<file path="src/rtl/id_ex_stage_pkg.sv">
// Shared constants for the ID/EX pipeline register: datapath widths, the
// control-bundle bit map, and operand-usage helpers used by the hazard logic.
package id_ex_stage_pkg;

  localparam int CTRL_LEN = 19;
  localparam int XLEN     = 32;
  localparam int CNT_W    = 16;

  // Bit positions of the control bundle, MSB to LSB
  localparam int CTRL_I30        = 18;
  localparam int CTRL_I12        = 17;
  localparam int CTRL_FUNCT3_HI  = 16;
  localparam int CTRL_FUNCT3_LO  = 14;
  localparam int CTRL_ALUSRC1    = 13;
  localparam int CTRL_ALUSRC2    = 12;
  localparam int CTRL_BRANCH     = 11;
  localparam int CTRL_IMMTYPE_HI = 10;
  localparam int CTRL_IMMTYPE_LO = 8;
  localparam int CTRL_REGWRITE   = 7;
  localparam int CTRL_MEMTOREG   = 6;
  localparam int CTRL_MEMREAD    = 5;
  localparam int CTRL_MEMWRITE   = 4;
  localparam int CTRL_SIGNEXT    = 3;
  localparam int CTRL_JUMP       = 2;
  localparam int CTRL_LCTRL      = 1;
  localparam int CTRL_ISITYPE    = 0;

  typedef logic [CTRL_LEN-1:0] ctrl_t;
  typedef logic [XLEN-1:0]     word_t;
  typedef logic [4:0]          reg_idx_t;

  typedef enum logic [1:0] {
    ACT_LOAD   = 2'd0,
    ACT_BUBBLE = 2'd1,
    ACT_FLUSH  = 2'd2,
    ACT_HOLD   = 2'd3
  } edge_act_e;

  // ALUSrc1 selects PC/zero instead of rs1 (LUI, AUIPC, JAL)
  function automatic logic uses_rs1(input ctrl_t c);
    return ~c[CTRL_ALUSRC1];
  endfunction

  // Stores take the immediate on ALU port 2 but still read rs2 as write data
  function automatic logic uses_rs2(input ctrl_t c);
    return ~c[CTRL_ALUSRC2] | c[CTRL_MEMWRITE];
  endfunction

endpackage

</file>
<file path="src/rtl/id_ex_stage_if.sv">
// Decode-to-execute bus: decode-side inputs, execute-side registered outputs
// and the stall/monitor signals. The stage uses slave, its environment master.
interface id_ex_stage_if;
  import id_ex_stage_pkg::*;

  logic     id_valid;
  ctrl_t    id_ctrl;
  word_t    id_pc;
  word_t    id_rs1_data;
  word_t    id_rs2_data;
  word_t    id_imm;
  reg_idx_t id_rs1;
  reg_idx_t id_rs2;
  reg_idx_t id_rd;
  logic     ex_hold;
  logic     flush;

  logic     ex_valid;
  ctrl_t    ex_ctrl;
  word_t    ex_pc;
  word_t    ex_rs1_data;
  word_t    ex_rs2_data;
  word_t    ex_imm;
  reg_idx_t ex_rs1;
  reg_idx_t ex_rs2;
  reg_idx_t ex_rd;
  logic     stall_id;
  logic [CNT_W-1:0] bubble_cnt;

  modport master (
    output id_valid, id_ctrl, id_pc, id_rs1_data, id_rs2_data, id_imm,
           id_rs1, id_rs2, id_rd, ex_hold, flush,
    input  ex_valid, ex_ctrl, ex_pc, ex_rs1_data, ex_rs2_data, ex_imm,
           ex_rs1, ex_rs2, ex_rd, stall_id, bubble_cnt
  );

  modport slave (
    input  id_valid, id_ctrl, id_pc, id_rs1_data, id_rs2_data, id_imm,
           id_rs1, id_rs2, id_rd, ex_hold, flush,
    output ex_valid, ex_ctrl, ex_pc, ex_rs1_data, ex_rs2_data, ex_imm,
           ex_rs1, ex_rs2, ex_rd, stall_id, bubble_cnt
  );

endinterface

</file>
<file path="src/rtl/id_ex_stage_load_use_detect.sv">
// Combinational load-use detector: flags a decode instruction that reads the
// destination of a load currently in EX (x0 never counts).
module load_use_detect
  import id_ex_stage_pkg::*;
(
  input  ctrl_t    id_ctrl,
  input  logic     id_valid,
  input  reg_idx_t id_rs1,
  input  reg_idx_t id_rs2,
  input  ctrl_t    ex_ctrl,
  input  logic     ex_valid,
  input  reg_idx_t ex_rd,
  output logic     hazard
);

  logic ex_is_load;
  logic rs1_match;
  logic rs2_match;

  assign ex_is_load = ex_valid & ex_ctrl[CTRL_MEMREAD] & (ex_rd != 5'd0);
  assign rs1_match  = uses_rs1(id_ctrl) & (id_rs1 == ex_rd);
  assign rs2_match  = uses_rs2(id_ctrl) & (id_rs2 == ex_rd);
  assign hazard     = id_valid & ex_is_load & (rs1_match | rs2_match);

endmodule

</file>
<file path="src/rtl/id_ex_stage.sv">
// ID/EX pipeline register with load-use bubble insertion, flush and hold
// handling, and a counter of inserted load-use bubbles.
module id_ex_stage
  import id_ex_stage_pkg::*;
(
  input logic          clk,
  input logic          rst,
  id_ex_stage_if.slave bus
);

  logic             hazard;
  edge_act_e        act;

  logic             ex_valid_q;
  ctrl_t            ex_ctrl_q;
  word_t            ex_pc_q;
  word_t            ex_rs1_data_q;
  word_t            ex_rs2_data_q;
  word_t            ex_imm_q;
  reg_idx_t         ex_rs1_q;
  reg_idx_t         ex_rs2_q;
  reg_idx_t         ex_rd_q;
  logic [CNT_W-1:0] bubble_cnt_q;

  load_use_detect u_load_use_detect (
    .id_ctrl  (bus.id_ctrl),
    .id_valid (bus.id_valid),
    .id_rs1   (bus.id_rs1),
    .id_rs2   (bus.id_rs2),
    .ex_ctrl  (ex_ctrl_q),
    .ex_valid (ex_valid_q),
    .ex_rd    (ex_rd_q),
    .hazard   (hazard)
  );

  // Hold beats flush beats hazard; flush bubbles are deliberately not counted
  always_comb begin
    act = ACT_LOAD;
    if (bus.ex_hold) begin
      act = ACT_HOLD;
    end else if (bus.flush) begin
      act = ACT_FLUSH;
    end else if (hazard) begin
      act = ACT_BUBBLE;
    end
  end

  // Under flush the upstream stages kill IF/ID themselves, so no stall then
  assign bus.stall_id = bus.ex_hold | (hazard & ~bus.flush);

  always_ff @(posedge clk or posedge rst) begin
    if (rst) begin
      ex_valid_q <= 1'b0;
      ex_ctrl_q  <= '0;
    end else begin
      case (act)
        ACT_LOAD: begin
          ex_valid_q <= bus.id_valid;
          ex_ctrl_q  <= bus.id_valid ? bus.id_ctrl : '0;
        end
        ACT_BUBBLE, ACT_FLUSH: begin
          ex_valid_q <= 1'b0;
          ex_ctrl_q  <= '0;
        end
        default: begin
          ex_valid_q <= ex_valid_q;
          ex_ctrl_q  <= ex_ctrl_q;
        end
      endcase
    end
  end

  // Datapath values are don't-care behind a bubble, so they only move on a load
  always_ff @(posedge clk or posedge rst) begin
    if (rst) begin
      ex_pc_q       <= '0;
      ex_rs1_data_q <= '0;
      ex_rs2_data_q <= '0;
      ex_imm_q      <= '0;
      ex_rs1_q      <= '0;
      ex_rs2_q      <= '0;
      ex_rd_q       <= '0;
    end else if (act == ACT_LOAD) begin
      ex_pc_q       <= bus.id_pc;
      ex_rs1_data_q <= bus.id_rs1_data;
      ex_rs2_data_q <= bus.id_rs2_data;
      ex_imm_q      <= bus.id_imm;
      ex_rs1_q      <= bus.id_rs1;
      ex_rs2_q      <= bus.id_rs2;
      ex_rd_q       <= bus.id_rd;
    end
  end

  always_ff @(posedge clk or posedge rst) begin
    if (rst) begin
      bubble_cnt_q <= '0;
    end else if (act == ACT_BUBBLE) begin
      bubble_cnt_q <= bubble_cnt_q + 1'b1;
    end
  end

  assign bus.ex_valid    = ex_valid_q;
  assign bus.ex_ctrl     = ex_ctrl_q;
  assign bus.ex_pc       = ex_pc_q;
  assign bus.ex_rs1_data = ex_rs1_data_q;
  assign bus.ex_rs2_data = ex_rs2_data_q;
  assign bus.ex_imm      = ex_imm_q;
  assign bus.ex_rs1      = ex_rs1_q;
  assign bus.ex_rs2      = ex_rs2_q;
  assign bus.ex_rd       = ex_rd_q;
  assign bus.bubble_cnt  = bubble_cnt_q;

endmodule

</file>
<file path="src/flat_wrapper.sv">
// flat-port wrapper written by rule: the top's interface ports become plain ports
module id_ex_stage_flat import id_ex_stage_pkg::*;
  (clk, rst, bus_id_valid, bus_id_ctrl, bus_id_pc, bus_id_rs1_data, bus_id_rs2_data, bus_id_imm, bus_id_rs1, bus_id_rs2, bus_id_rd, bus_ex_hold, bus_flush, bus_ex_valid, bus_ex_ctrl, bus_ex_pc, bus_ex_rs1_data, bus_ex_rs2_data, bus_ex_imm, bus_ex_rs1, bus_ex_rs2, bus_ex_rd, bus_stall_id, bus_bubble_cnt);
  id_ex_stage_if bus_i ();
  input logic clk;
  input logic rst;
  input wire logic [$bits(bus_i.id_valid)-1:0] bus_id_valid;
  input wire logic [$bits(bus_i.id_ctrl)-1:0] bus_id_ctrl;
  input wire logic [$bits(bus_i.id_pc)-1:0] bus_id_pc;
  input wire logic [$bits(bus_i.id_rs1_data)-1:0] bus_id_rs1_data;
  input wire logic [$bits(bus_i.id_rs2_data)-1:0] bus_id_rs2_data;
  input wire logic [$bits(bus_i.id_imm)-1:0] bus_id_imm;
  input wire logic [$bits(bus_i.id_rs1)-1:0] bus_id_rs1;
  input wire logic [$bits(bus_i.id_rs2)-1:0] bus_id_rs2;
  input wire logic [$bits(bus_i.id_rd)-1:0] bus_id_rd;
  input wire logic [$bits(bus_i.ex_hold)-1:0] bus_ex_hold;
  input wire logic [$bits(bus_i.flush)-1:0] bus_flush;
  output wire logic [$bits(bus_i.ex_valid)-1:0] bus_ex_valid;
  output wire logic [$bits(bus_i.ex_ctrl)-1:0] bus_ex_ctrl;
  output wire logic [$bits(bus_i.ex_pc)-1:0] bus_ex_pc;
  output wire logic [$bits(bus_i.ex_rs1_data)-1:0] bus_ex_rs1_data;
  output wire logic [$bits(bus_i.ex_rs2_data)-1:0] bus_ex_rs2_data;
  output wire logic [$bits(bus_i.ex_imm)-1:0] bus_ex_imm;
  output wire logic [$bits(bus_i.ex_rs1)-1:0] bus_ex_rs1;
  output wire logic [$bits(bus_i.ex_rs2)-1:0] bus_ex_rs2;
  output wire logic [$bits(bus_i.ex_rd)-1:0] bus_ex_rd;
  output wire logic [$bits(bus_i.stall_id)-1:0] bus_stall_id;
  output wire logic [$bits(bus_i.bubble_cnt)-1:0] bus_bubble_cnt;
  assign bus_i.id_valid = bus_id_valid;
  assign bus_i.id_ctrl = bus_id_ctrl;
  assign bus_i.id_pc = bus_id_pc;
  assign bus_i.id_rs1_data = bus_id_rs1_data;
  assign bus_i.id_rs2_data = bus_id_rs2_data;
  assign bus_i.id_imm = bus_id_imm;
  assign bus_i.id_rs1 = bus_id_rs1;
  assign bus_i.id_rs2 = bus_id_rs2;
  assign bus_i.id_rd = bus_id_rd;
  assign bus_i.ex_hold = bus_ex_hold;
  assign bus_i.flush = bus_flush;
  assign bus_ex_valid = bus_i.ex_valid;
  assign bus_ex_ctrl = bus_i.ex_ctrl;
  assign bus_ex_pc = bus_i.ex_pc;
  assign bus_ex_rs1_data = bus_i.ex_rs1_data;
  assign bus_ex_rs2_data = bus_i.ex_rs2_data;
  assign bus_ex_imm = bus_i.ex_imm;
  assign bus_ex_rs1 = bus_i.ex_rs1;
  assign bus_ex_rs2 = bus_i.ex_rs2;
  assign bus_ex_rd = bus_i.ex_rd;
  assign bus_stall_id = bus_i.stall_id;
  assign bus_bubble_cnt = bus_i.bubble_cnt;
  id_ex_stage u_core (.clk(clk), .rst(rst), .bus(bus_i));
endmodule
</file>
<file path="config.mk">
export PLATFORM = sky130hd
export DESIGN_NAME = id_ex_stage_flat
export DESIGN_NICKNAME = d
export VERILOG_FILES = /design/src/rtl/id_ex_stage_pkg.sv /design/src/rtl/id_ex_stage_if.sv /design/src/rtl/id_ex_stage_load_use_detect.sv /design/src/rtl/id_ex_stage.sv /design/src/flat_wrapper.sv
export SDC_FILE = /design/constraint.sdc
export NUM_CORES = 1
export LEC_CHECK = 0
export ABC_AREA = 1
export CAP_MARGIN = 20
export CORE_AREA = 2 2 135 137
export CTS_CLUSTER_DIAMETER = 150
export CTS_CLUSTER_SIZE = 20
export DETAILED_ROUTE_END_ITERATION = 10
export DIE_AREA = 0 0 137 139
export DONT_BUFFER_PORTS = 1
export GPL_ROUTABILITY_DRIVEN = 0
export MAX_ROUTING_LAYER = met4
export SYNTH_ARGS = -nofsm -noshare
export SYNTH_HDL_FRONTEND = slang
export SYNTH_SLANG_ARGS = --single-unit
</file>
<file path="constraint.sdc">
create_clock -name clk -period 7.7 [get_ports clk]
set_clock_uncertainty 0.2 [all_clocks]
set_input_delay 0.77 -clock clk [delete_from_list [all_inputs] [get_ports clk]]
set_output_delay 0.77 -clock clk [all_outputs]
set_load 0.005 [all_outputs]
</file>
# [Yosys cells after proc, flatten, opt, wreduce, memory -nomap -nowiden]
# Cells that the tools add are included.
[totals] regBits=179 in_bits=167 out_inout_bits=180 elab_cells=38
[op_classes] addsub=1 n_eq_ne=4 mux=6 bitwise_logic=13 reduce_logical=4
[op_table] cell="$pmux 19 s2" n=1
[op_table] cell="$mux 19" n=1
[op_table] cell="$add 16x1->16 const B" n=1
[op_table] cell="$eq 5x5->1" n=2
[op_table] cell="$and 1x1->1" n=7
[op_table] cell="$reduce_bool 5->1" n=1
[op_table] cell="$mux 2" n=2
[op_table] cell="$not 1->1" n=3
[op_table] cell="$or 1x1->1" n=3
[op_table] cell="$eq 2x1->1 const B" n=1
[op_table] cell="$eq 2x2->1 const B" n=1
[op_table] cell="$logic_not 2->1" n=1
[op_table] cell="$pmux 1 s2" n=1
[op_table] cell="$reduce_bool 2->1" n=1
[op_table] cell="$reduce_or 2->1" n=1
[op_table] cell="$mux 1" n=1

# [Longest topological paths before layout]
# Gate-level depths: netlist of the first run.
[logic_depth] word_depth=11 depth_mapped=15 mapped_depth_nobuf=15

# [Hierarchy]
# A second synthesis of the first run with hierarchy kept.
[unflattened] hier_cells=549 area_unflattened_um2=7473.4
[by_module_without_submodules] mod="id_ex_stage" n_inst=1 cells_each=490 area_each_um2=7235.7 seq_area_each_um2=4479.3
[by_module_without_submodules] mod="load_use_detect" n_inst=1 cells_each=59 area_each_um2=237.7 seq_area_each_um2=0.0

# [Least setup slack after synthesis of the first run]
# OpenSTA, ideal clock, no wires.
[synth_path] path_kind="input to register" start="in bus_id_rs1[0]" end="reg u_core.ex_rs1_data_q[15] (netlist: u_core.bus.ex_rs1_data[15])" setup_time_ns=0.125 t_arrival_ns=2.092 required_time_ns=7.375 path_slack_ns=5.283 cell_stages=11 path_buffers=2 cell_sequence="inv_1 > nand2_1 > nand2_1 > nor2_1 > nand3_1 > nand2_1 > a21oi_1 > ha_1 > buf_2 > buf_4 > mux2_2"
[synth_via] elab_chain_len=8
[synth_rtl] item="from (decl)" line="flat_wrapper.sv:13" source="input wire logic [$bits(bus_i.id_rs1)-1:0] bus_id_rs1;"
[synth_rtl] item="$eq 5x5->1" line="id_ex_stage_load_use_detect.sv:21" source="assign rs1_match = uses_rs1(id_ctrl) & (id_rs1 == ex_rd);"
[synth_rtl] item="$and 1x1->1" line="id_ex_stage_load_use_detect.sv:21"
[synth_rtl] item="$or 1x1->1" line="id_ex_stage_load_use_detect.sv:23" source="assign hazard = id_valid & ex_is_load & (rs1_match | rs2_match);"
[synth_rtl] item="$and 1x1->1" line="id_ex_stage_load_use_detect.sv:23"
[synth_rtl] item="$mux 1" line="id_ex_stage.sv:43" source="end else if (hazard) begin"
[synth_rtl] item="$mux 2" line="id_ex_stage.sv:41" source="end else if (bus.flush) begin"
[synth_rtl] item="$mux 2" line="id_ex_stage.sv:39" source="if (bus.ex_hold) begin"
[synth_rtl] item="$logic_not 2->1" line="id_ex_stage.sv:83" source="end else if (act == ACT_LOAD) begin"
[synth_rtl] item="to (signal assigned)" line="id_ex_stage.sv:85" source="ex_rs1_data_q <= bus.id_rs1_data;"
[synth_rtl] item="to (decl)" line="id_ex_stage.sv:17" source="word_t ex_rs1_data_q;"
# Every way passes these cells.
# A chain may end at the register's enable or synchronous reset.

# [Worst setup path in the final report of the first run]
[layout_path] start="reg u_core.ex_rd_q[4] (netlist: u_core.bus.ex_rd[4])" end="reg u_core.ex_imm_q[18] (netlist: u_core.bus.ex_imm[18])"
[layout_via] elab_chain_len=8 elab_cells_between_ends=13 classes_between="eq/ne (2); mux (3); bitwise (6); reduce/logical (2)"
[layout_rtl] item="from (decl)" line="id_ex_stage.sv:22" source="reg_idx_t ex_rd_q;"
[layout_rtl] item="from (signal assigned)" line="id_ex_stage.sv:90" source="ex_rd_q <= bus.id_rd;"
[layout_rtl] item="$eq 5x5->1, or another cell as far along" line="id_ex_stage_load_use_detect.sv:21"
[layout_rtl] item="$and 1x1->1 (on tied branches)" line="id_ex_stage_load_use_detect.sv:21, id_ex_stage_load_use_detect.sv:20, id_ex_stage_load_use_detect.sv:22"
[layout_rtl] item="$or 1x1->1 / $and 1x1->1 (equally long branches)" line="id_ex_stage_load_use_detect.sv:23"
[layout_rtl] item="$and 1x1->1 *" line="id_ex_stage_load_use_detect.sv:23"
[layout_rtl] item="$mux 1 *" line="id_ex_stage.sv:43"
[layout_rtl] item="$mux 2 *" line="id_ex_stage.sv:41"
[layout_rtl] item="$mux 2 *" line="id_ex_stage.sv:39"
[layout_rtl] item="$logic_not 2->1 *" line="id_ex_stage.sv:83"
[layout_rtl] item="to (signal assigned)" line="id_ex_stage.sv:87" source="ex_imm_q <= bus.id_imm;"
[layout_rtl] item="to (decl)" line="id_ex_stage.sv:19" source="word_t ex_imm_q;"
# Every way passes the cells marked *; elsewhere a longest branch is shown, timed or not.

==> flow_summary.toml, run 1 <==
[outcome]
status = "completed"

[cells_and_area]
mostFrequentLayoutCells = "dfrtp_1, mux2_2, nand2_1"
area_growth_pct = 11.9
fin_util_pct = 44.8
drive_gt1_share_pct = 31.1
final_area_um2 = 7920
nets = 716
layout_commonest_cell = "dfrtp_1"

[global_route]
grt_max_degree = 115
grt_pass1_wl_um = 24400
antenna_found_initial = 2
grt_pass1_vias = 4501
grt-ovfl-total = 0
grtUsageTotal_pct = 17.4

[min_path]
hold_depth = 2
hold_class = "input pin to flip-flop"

[yosys]
ys_seq_area_share_pct = 63.3
synth_cells = 542
syn_area_per_cell_um2 = 13.1
synth-xor-area-share_pct = 1.61
synth.top_cells.by_area = "dfrtp_1, mux2_2, nand2_1"
synth_mux_area_share_pct = 20.5
syn_area_um2 = 7080
synth_fa_ha_area_share_pct = 0.707
syn-num-nets = 713
synth_top_family_by_area = "multiplexers"
synth_top_area_share_pct = 63.3
ys_seq_elements = 179
synth_top_cell_by_area = "dfrtp_1"
synth.distinct_cells = 27
synthSimpleGateAreaFrac_pct = 6.70
ys_warn_count = 0
synth_compound_area_share_pct = 2.65

[die]
die-area_um2 = 19000
die_h_um = 139
die_x_um = 137
coreArea_um2 = 17700
ios = 347
row_count = 49
start_util_pct = 40.1

[setup_path]
cp-end-kind = "flip-flop"
r2r-start = "u_core.bus.ex_rd[4]$_DFFE_PP0N_"
worstPathRequired_ns = 7.80
timing_worst_setup_path_type = "flip-flop to flip-flop"
ff2ff_path_depth = 11
start_kind = "flip-flop"
arrival_ns = 3.50
cp-startpoint = "u_core.bus.ex_rd[4]$_DFFE_PP0N_"
crit_path_end = "u_core.bus.ex_imm[18]$_DFFE_PP0N_"
timing.reg2reg.setup_slack_ns = 4.30
crit_path_max_fanout = 61
reg2reg_to = "u_core.bus.ex_imm[18]$_DFFE_PP0N_"

[power_and_ir_drop]
vdd_ir_drop_max_uv = 143
p_leak_nw = 3.61
powerDensity_nw_per_um2 = 296

[clocking]
clk_latency_ns = 0.42
cts_buffers = 17
clkTransAtPathRegs_ns = 0.07
cts_hold_buf = 0
root_buffer = "clkbuf_16"
htreeDepth = 4
ctsLongestPathBuffers = 2
cts_resized = 0
cts_tree = "built"
post-cts-setup-buffers = 0
cts.sink_count = 179

[sta]
grt_setup_unrepaired = "no"
period_share_pct = 44.1
holdWs_ns = 0.272
fmaxAchievable_mhz = 294
hold_viol_final = 0
tightest_slew_ns = 0.809
drv_slew = 0
setup_violations = 0
finalCriticalPeriod_ns = 3.40
relSlewSlack_pct = 46.1
setup_tns_ns = 0

[routing]
vias_per_cell = 5.13
first_pass_iters = 4
num_vias = 4035
drt.antenna.violating_nets = 0
detail_route.wirelength_um = 16100
drt_iter0_markers = 133
wl_per_cell_um = 20.5
drc = 0

[place]
hpwl_um = 12100
io_buffer_count = 0
placed_cell_area_um2 = 7290

[run]
maxCapViolations = 0
[flip-flops by register name, summed over array words and instances (netlist names)]
register                count
u_core.bus.bubble_cnt      16
u_core.bus.ex_ctrl         19
u_core.bus.ex_imm          32
u_core.bus.ex_pc           32
u_core.bus.ex_rd            5
u_core.bus.ex_rs1           5
u_core.bus.ex_rs1_data     32
u_core.bus.ex_rs2           5
u_core.bus.ex_rs2_data     32
u_core.bus.ex_valid         1
[cell type report]
type | count | area (um2)
antenna | 1 | 2.50
multi-input combinational | 292 | 2290
inverter | 50 | 193
tap | 229 | 287
clock buffer | 18 | 439
fill | 1628 | 9740
sequential | 179 | 4480
clock inverter | 12 | 148
timing repair buffer | 5 | 80.1
[stage by stage]
step	total power, W	instances	setup WS (ns)
after floorplan	0.00142	542	1.87
after global placement	0.00149	752	3.87
after detailed placement	0.00151	753	4.03
after CTS	0.00238	783	4.31
after global routing	0.00247	786	4.08
final	0.00235	786	4.30
[cell usage after synthesis]
library cell / instances
buf_4: 11
nand4_1: 1
xor2_1: 7
nand3_1: 8
xnor2_1: 6
nand2_4: 1
ha_1: 4
nand3_2: 1
inv_2: 1
nand3b_1: 1
nor3_1: 2
nor2_2: 1
buf_2: 7
nand2_1: 68
o21ai_0: 24
inv_1: 49
a21oi_1: 11
or2_2: 1
o22ai_1: 1
nor3_4: 1
clkbuf_1: 2
a31oi_1: 1
nor2_1: 22
dfrtp_1: 179
mux2_2: 129
nor2_4: 2
clkbuf_2: 1
[routing by layer]
metal	wire length (um)	global-route usage [%]	vias up
met1	5450	17.3	2001
met3	1820	7.05	21
met2	8460	30.2	228
met4	370	6.57	0
li1	-	-	1785
met5	0	-	-
[power breakdown]
part,leakage [nW],switching [W],internal (W)
Combinational,1.18,0.0000995,0.000130
Sequential,2.16,0.000152,0.00110
Clock,0.275,0.000373,0.000490
Total,3.61,0.000625,0.00172
[worst min-delay path by stage]
stage	to	slack, ns	start
global placement	u_core.bus.ex_ctrl[14]$_DFFE_PP0P_	0.30	u_core.bus.ex_ctrl[14]$_DFFE_PP0P_
global route	u_core.bus.ex_imm[5]$_DFFE_PP0N_	0.26	bus_id_imm[5]
CTS	u_core.bus.ex_rd[1]$_DFFE_PP0N_	0.25	bus_id_rd[1]
detailed placement	u_core.bus.bubble_cnt[10]$_DFFE_PP0N_	0.31	u_core.bus.bubble_cnt[10]$_DFFE_PP0N_
finish	u_core.bus.ex_rd[1]$_DFFE_PP0N_	0.27	bus_id_rd[1]
floorplan	u_core.bus.ex_ctrl[0]$_DFFE_PP0P_	0.27	u_core.bus.ex_ctrl[0]$_DFFE_PP0P_
[critical path, stage by stage, from the launching register on]
cell and delay, ns:
dfrtp_1 0.43, inv_1 0.14, nand2_1 0.06, nand2_1 0.06, nor2_1 0.05, nand3_1 0.07
nand2_1 0.07, a21oi_1 0.23, ha_4 0.52, buf_16 0.33, buf_4 0.61, mux2_2 0.41
[logic make-up (layout without fill, tap and decap cells)]
logic type,count (synthesis),count (layout)
muxes,129,129
AOI/OAI and AO/OA,37,37
other,0,1
xor gates and xnor gates,13,13
buffers and inverters,71,85
and+or+nand+nor,109,109
adders and majority gates,4,4
DFF,179,179
Power figures use the tool's default switching activity.
==> run 2: changes to the inputs <==
- clock period: 7.7 -> 3.25 ns (I/O delays scaled with it)
==> flow_summary.toml, run 2 <==
[yosys]
syn_area_per_cell_um2 = 13.1
yosysMostFrequentCell = "dfrtp_1"
async_flop_share_pct = 100
synth_cells = 542
syn-num-nets = 713
ys_seq_area_share_pct = 63.3
synth_top_cell_by_area = "dfrtp_1"
synth_top_area_share_pct = 63.3
ys.flop_type = "dfrtp_1"
syn_area_um2 = 7080
synth_common_cells = "dfrtp_1, mux2_2, nand2_1"
synth.top_cells.by_area = "dfrtp_1, mux2_2, nand2_1"
ys_warn_count = 0
synth.distinct_cells = 27
synth-edff-count = 0
ys_seq_elements = 179

[die]
ios = 347
die_h_um = 139
row_count = 49
start_util_pct = 40.1
die_x_um = 137

[clocking]
root_buffer = "clkbuf_16"
cts_hold_buf = 158
ctsLongestPathBuffers = 2
cts_resized = 0
htreeDepth = 4
post-cts-setup-buffers = 0
cts.sink_count = 179
cts_buffers = 17

[place]
hpwl_um = 12300
io_buffer_count = 0

[outcome]
status = "stopped before the end"
first-error = "[ERROR RSZ-0060] Max buffer count reached."
lastStage = "4_1_cts"
## run 2: metrics by stage
step	utilization (%)	worst slack [ns]	hold slack, ns	cells	area, um2
after floorplan	-	0.430	0.246	542	7080
after global placement	41.6	0.604	0.152	756	7340
after detailed placement	41.6	0.380	0.173	756	7340
## run 2: cell families after synthesis
logic type | synth area share, %
buffers and inverters | 4.49
flip-flops | 63.3
AND/OR/NAND/NOR | 6.70
multiplexers | 20.5
adder cells (fa/ha/maj) | 0.707
XOR/XNOR | 1.61
AO/OA/AOI/OAI | 2.65
==> run 3: changes to the inputs <==
- CORE_AREA: 2 2 135 137 -> default
- CORE_UTILIZATION: default -> 34
- CTS_CLUSTER_DIAMETER: 150 -> default
- CTS_CLUSTER_SIZE: 20 -> default
- DIE_AREA: 0 0 137 139 -> default
- MAX_ROUTING_LAYER: met4 -> default
- PLACE_DENSITY_LB_ADDON: default -> 0.15
==> flow_summary.toml, run 3 (same netlist as run 1, synthesis figures left out) <==
[outcome]
status = "completed"

[setup_path]
timing_worst_setup_path_type = "flip-flop to flip-flop"
timing.reg2reg.setup_slack_ns = 0.59
arrival_ns = 2.72
crit_top_cell = "nand2_1"
reg2reg_to = "u_core.bus.ex_valid$_DFFE_PP0P_"
crit_slowest_cell = "nand3b_1"
slowest_delay_ns = 0.48
r2r-start = "u_core.bus.ex_rd[0]$_DFFE_PP0N_"
cp_top_family = "simple AND/OR/NAND/NOR gates"
cp-end-kind = "flip-flop"
path_cells = "inv_1 -> nand2_1 -> nand2_1 -> nor2_1 -> nand3_1 -> nand2_1 -> nand2_1 -> nand2_1 -> ha_2 -> inv_1 -> nand3b_1 -> o21ai_0"
ff2ff_path_depth = 12
crit_path_max_fanout = 20
start_kind = "flip-flop"
path_buf_inv = 2
worstPathRequired_ns = 3.31

[global_route]
grt_max_degree = 101
grt_pass1_wl_um = 26800
antenna_found_initial = 2
grt_pass1_vias = 4934
grtUsageTotal_pct = 16.1
grt-ovfl-total = 0

[cells_and_area]
area_growth_pct = 35.7
regArea_um2 = 4480
multi_input_area_um2 = 2290
nets = 879
drive_gt1_share_pct = 24.4
layout_commonest_cell = "dfrtp_1"
mostFrequentLayoutCells = "dfrtp_1, dlygate4sd3_1, mux2_2"
fill_cells = 1764

[sta]
setup_tns_ns = 0
fmaxAchievable_mhz = 376
setup_violations = 0
hold_viol_final = 0
relSlewSlack_pct = 56.5
finalCriticalPeriod_ns = 2.66
grt_setup_unrepaired = "no"
period_share_pct = 81.7
holdWs_ns = 0.209
tightest_slew_ns = 0.652
drv_slew = 0

[die]
start_util_pct = 34.9
coreArea_um2 = 20300
die-area_um2 = 21400
row_count = 52
die_x_um = 146
die_h_um = 146
ios = 347

[routing]
wl_per_cell_um = 17.1
wl_met2_um = 8680
first_pass_iters = 4
drt_iter0_markers = 94
num_vias = 4623
drc = 0
met3RoutedLength_um = 1760
top_layer = "met4"
vias_per_cell = 4.66
drt.antenna.violating_nets = 0
wl_met1_um = 6290
detail_route.wirelength_um = 17000

[place]
hpwl_um = 11600
io_buffer_count = 0

[power_and_ir_drop]
powerDensity_nw_per_um2 = 601
vdd_ir_drop_max_uv = 329
p_leak_nw = 4.30
total_power_w = 0.00577

[run]
maxCapViolations = 0

[clocking]
post-cts-setup-buffers = 0
cts.sink_count = 179
clk_latency_ns = 0.43
htreeDepth = 4
ctsLongestPathBuffers = 2
cts_buffers = 17
root_buffer = "clkbuf_16"
cts_tree = "built"
clkTransAtPathRegs_ns = 0.07

[min_path]
hold_class = "input pin to asynchronous set/reset pin"
[run 3: per-stage QoR]
step           area, um2  worst slack, ns  utilization [%]  instances
6_report            9600            0.594             47.3        993
5_1_grt             9600            0.255             47.3        993
4_1_cts             9590            0.410             47.3        991
3_5_place_dp        7360            0.431             36.3        796
3_3_place_gp        7360            0.542             36.3        796
2_1_floorplan       7080            0.430                -        542
[run 3: how the worst max path moves through the flow]
stage / startpoint / to / cells past startpoint
floorplan: rst / u_core.bus.bubble_cnt[0]$_DFFE_PP0N_ / 1
global placement: u_core.bus.ex_rd[0]$_DFFE_PP0N_ / u_core.bus.ex_valid$_DFFE_PP0P_ / 12
finish: u_core.bus.ex_rd[0]$_DFFE_PP0N_ / u_core.bus.ex_valid$_DFFE_PP0P_ / 12
detailed placement: u_core.bus.ex_rd[1]$_DFFE_PP0N_ / u_core.bus.ex_valid$_DFFE_PP0P_ / 12
global route: u_core.bus.ex_rd[0]$_DFFE_PP0N_ / u_core.bus.ex_valid$_DFFE_PP0P_ / 12
CTS: u_core.bus.ex_rd[4]$_DFFE_PP0N_ / u_core.bus.ex_valid$_DFFE_PP0P_ / 12
[run 3: area by class of cell]
| type | count | share of cell area, % |
|---|---|---|
| clock buffers | 18 | 4.47 |
| flip-flops and latches | 179 | 46.7 |
| multi-input cells | 292 | 23.9 |
| inverters | 50 | 1.99 |
| clock inverters | 14 | 1.76 |
| repair buffers | 168 | 17.6 |
| diodes | 2 | 0.0521 |
| well taps | 270 | 3.52 |
[run 3: layer usage]
| layer | vias up | GRT usage (%) |
|---|---|---|
| met5 | - | 0 |
| met4 | 0 | 6.30 |
| met2 | 240 | 27.9 |
| met3 | 20 | 6.47 |
| li1 | 2113 | - |
| met1 | 2250 | 17.4 |
[run 3: power by group]
part	internal [W]	switching, W
logic	0.000434	0.000267
registers	0.00261	0.000359
clock network	0.00116	0.000931
total	0.00421	0.00156
[run 3: timing repair]
item / CTS / global route
hold buffers: 163 / 0
endpoints found under the setup margin: 0 / 1
resized for setup: 0 / 1
hold endpoints to repair: 181 / 0
==> run 4: changes to the inputs <==
- clock period: 3.25 -> 2.3 ns (I/O delays scaled with it)
==> flow_summary.toml, run 4 (same netlist as run 1, synthesis figures left out) <==
[sta]
relSlewSlack_pct = 60.6
grt_setup_unrepaired = "yes"
hold_viol_final = 0
drv_slew = 0
setup_violations = 0
fmaxAchievable_mhz = 446
tightest_slew_ns = 0.591
holdWs_ns = 0.0939
finalCriticalPeriod_ns = 2.24
period_share_pct = 97.4
setup_ws_ns = 0.0592

[outcome]
status = "completed"

[cells_and_area]
final_area_um2 = 9990
layout_commonest_cell = "dfrtp_1"
drive_gt1_share_pct = 28.3
area_growth_pct = 41.1
fill_cells = 1762
fin_cells = 1017
nets = 903
mostFrequentLayoutCells = "dfrtp_1, dlygate4sd3_1, mux2_2"

[die]
row_count = 52
ios = 347
die_x_um = 146
die_h_um = 146
die-area_um2 = 21400
coreArea_um2 = 20300
start_util_pct = 34.9

[routing]
drt_iter0_markers = 129
num_vias = 4682
drt.antenna.violating_nets = 0
detail_route.wirelength_um = 18100
drc = 0
wl_per_cell_um = 17.8
vias_per_cell = 4.60
first_pass_iters = 4

[place]
post-place-ws_ns = -0.0425
dp.cells = 808
io_buffer_count = 0
hpwl_um = 11700
placed_cell_area_um2 = 7490

[setup_path]
arrival_ns = 2.34
worstPathRequired_ns = 2.40
timing_worst_setup_path_type = "flip-flop to flip-flop"
cp-end-kind = "flip-flop"
start_kind = "flip-flop"
crit_path_max_fanout = 27

[clocking]
htreeDepth = 4
cts_buffers = 17
cts.sink_count = 179
clk_latency_ns = 0.43
ctsLongestPathBuffers = 2
cts_tree = "built"
clkTransAtPathRegs_ns = 0.07
root_buffer = "clkbuf_16"

[global_route]
grt_pass1_wl_um = 26900
grt_pass1_vias = 5028
antenna_found_initial = 2
grt_max_degree = 101
grt-ovfl-total = 0
grtUsageTotal_pct = 16.5

[run]
maxCapViolations = 0

[power_and_ir_drop]
vdd_ir_drop_max_uv = 427
powerDensity_nw_per_um2 = 820
p_leak_nw = 4.48

[min_path]
hold_class = "input pin to flip-flop"
-- run 4: cell count changes in the layout (fill, tap and decap cells not counted), sizes merged --
cell / change
clkbuf: +2
dlygate4sd3: +1
buf: +20
clkinv: +4
bufinv: -1
clkinvlp: -2
-- run 4: per-stage QoR --
| stage | util, % | setup TNS [ns] | total power [W] |
|---|---|---|---|
| after global placement | 36.9 | -0.708 | 0.00504 |
| after CTS | 48.3 | 0 | 0.00827 |
| after floorplan | - | -76.00 | 0.00474 |
| after global routing | 49.2 | -4.17 | 0.00863 |
| final | 49.2 | 0 | 0.00819 |
| after detailed placement | 36.9 | -1.47 | 0.00508 |
-- run 4: worst max-delay path, stage by stage (launching register included) --
cell     delay [ns]
dfrtp_1        0.45
inv_2          0.09
nand2_1        0.06
nand2_1        0.06
nor2_1         0.04
nand3_1        0.08
nand2_2        0.07
a21oi_2        0.18
ha_4           0.19
buf_12         0.13
buf_16         0.18
mux2_2         0.36
-- run 4: path summary, 6_finish.rpt --
| check | cells after the start | to | slack, ns | from |
|---|---|---|---|---|
| max | 11 | u_core.bus.ex_pc[10]$_DFFE_PP0N_ | 0.06 | u_core.bus.ex_rd[1]$_DFFE_PP0N_ |
| min | 5 | u_core.bus.bubble_cnt[1]$_DFFE_PP0N_ | 0.09 | bus_ex_hold |
| max reg2reg | 11 | u_core.bus.ex_pc[10]$_DFFE_PP0N_ | 0.06 | u_core.bus.ex_rd[1]$_DFFE_PP0N_ |
| min reg2reg | 2 | u_core.bus.ex_ctrl[13]$_DFFE_PP0P_ | 0.33 | u_core.bus.ex_ctrl[13]$_DFFE_PP0P_ |
| max in group asynchronous | 3 | u_core.bus.ex_pc[26]$_DFFE_PP0N_ | 1.16 | rst |
| min in group asynchronous | 3 | u_core.bus.ex_rs2_data[1]$_DFFE_PP0N_ | 0.22 | rst |
-- run 4: layout make-up --
type | instances | area [um2] | share of cell area, %
diodes | 2 | 5.00 | 0.0501
clock buffers | 17 | 425 | 4.26
clock inverters | 15 | 165 | 1.65
inverters | 50 | 191 | 1.92
multi-input cells | 292 | 2330 | 23.4
flip-flops and latches | 179 | 4480 | 44.9
well taps | 270 | 338 | 3.38
repair buffers | 192 | 2050 | 20.5
-- run 4: layer usage --
metal / routed length, um / global-route usage, % / vias up
met5: 0 / 0 / -
met4: 297 / 6.30 / 0
met3: 1650 / 6.59 / 22
met2: 9370 / 29.2 / 228
met1: 6780 / 17.5 / 2256
li1: - / - / 2176
-- run 4: power breakdown --
group	internal [W]	leakage, nW	switching, W
Combinational	0.000680	2.03	0.000411
Sequential	0.00369	2.16	0.000512
Clock	0.00155	0.295	0.00135
Total	0.00592	4.48	0.00227
-- run 4: timing repair --
item / 4_1_cts / 5_1_grt
resized for setup: 11 / 10
hold buffers: 164 / 0
pin swaps: 4 / 3
setup endpoints to repair: 129 / 164
gates cloned: 1 / 5
buffers inserted: 1 / 5
hold endpoints to repair: 342 / 0
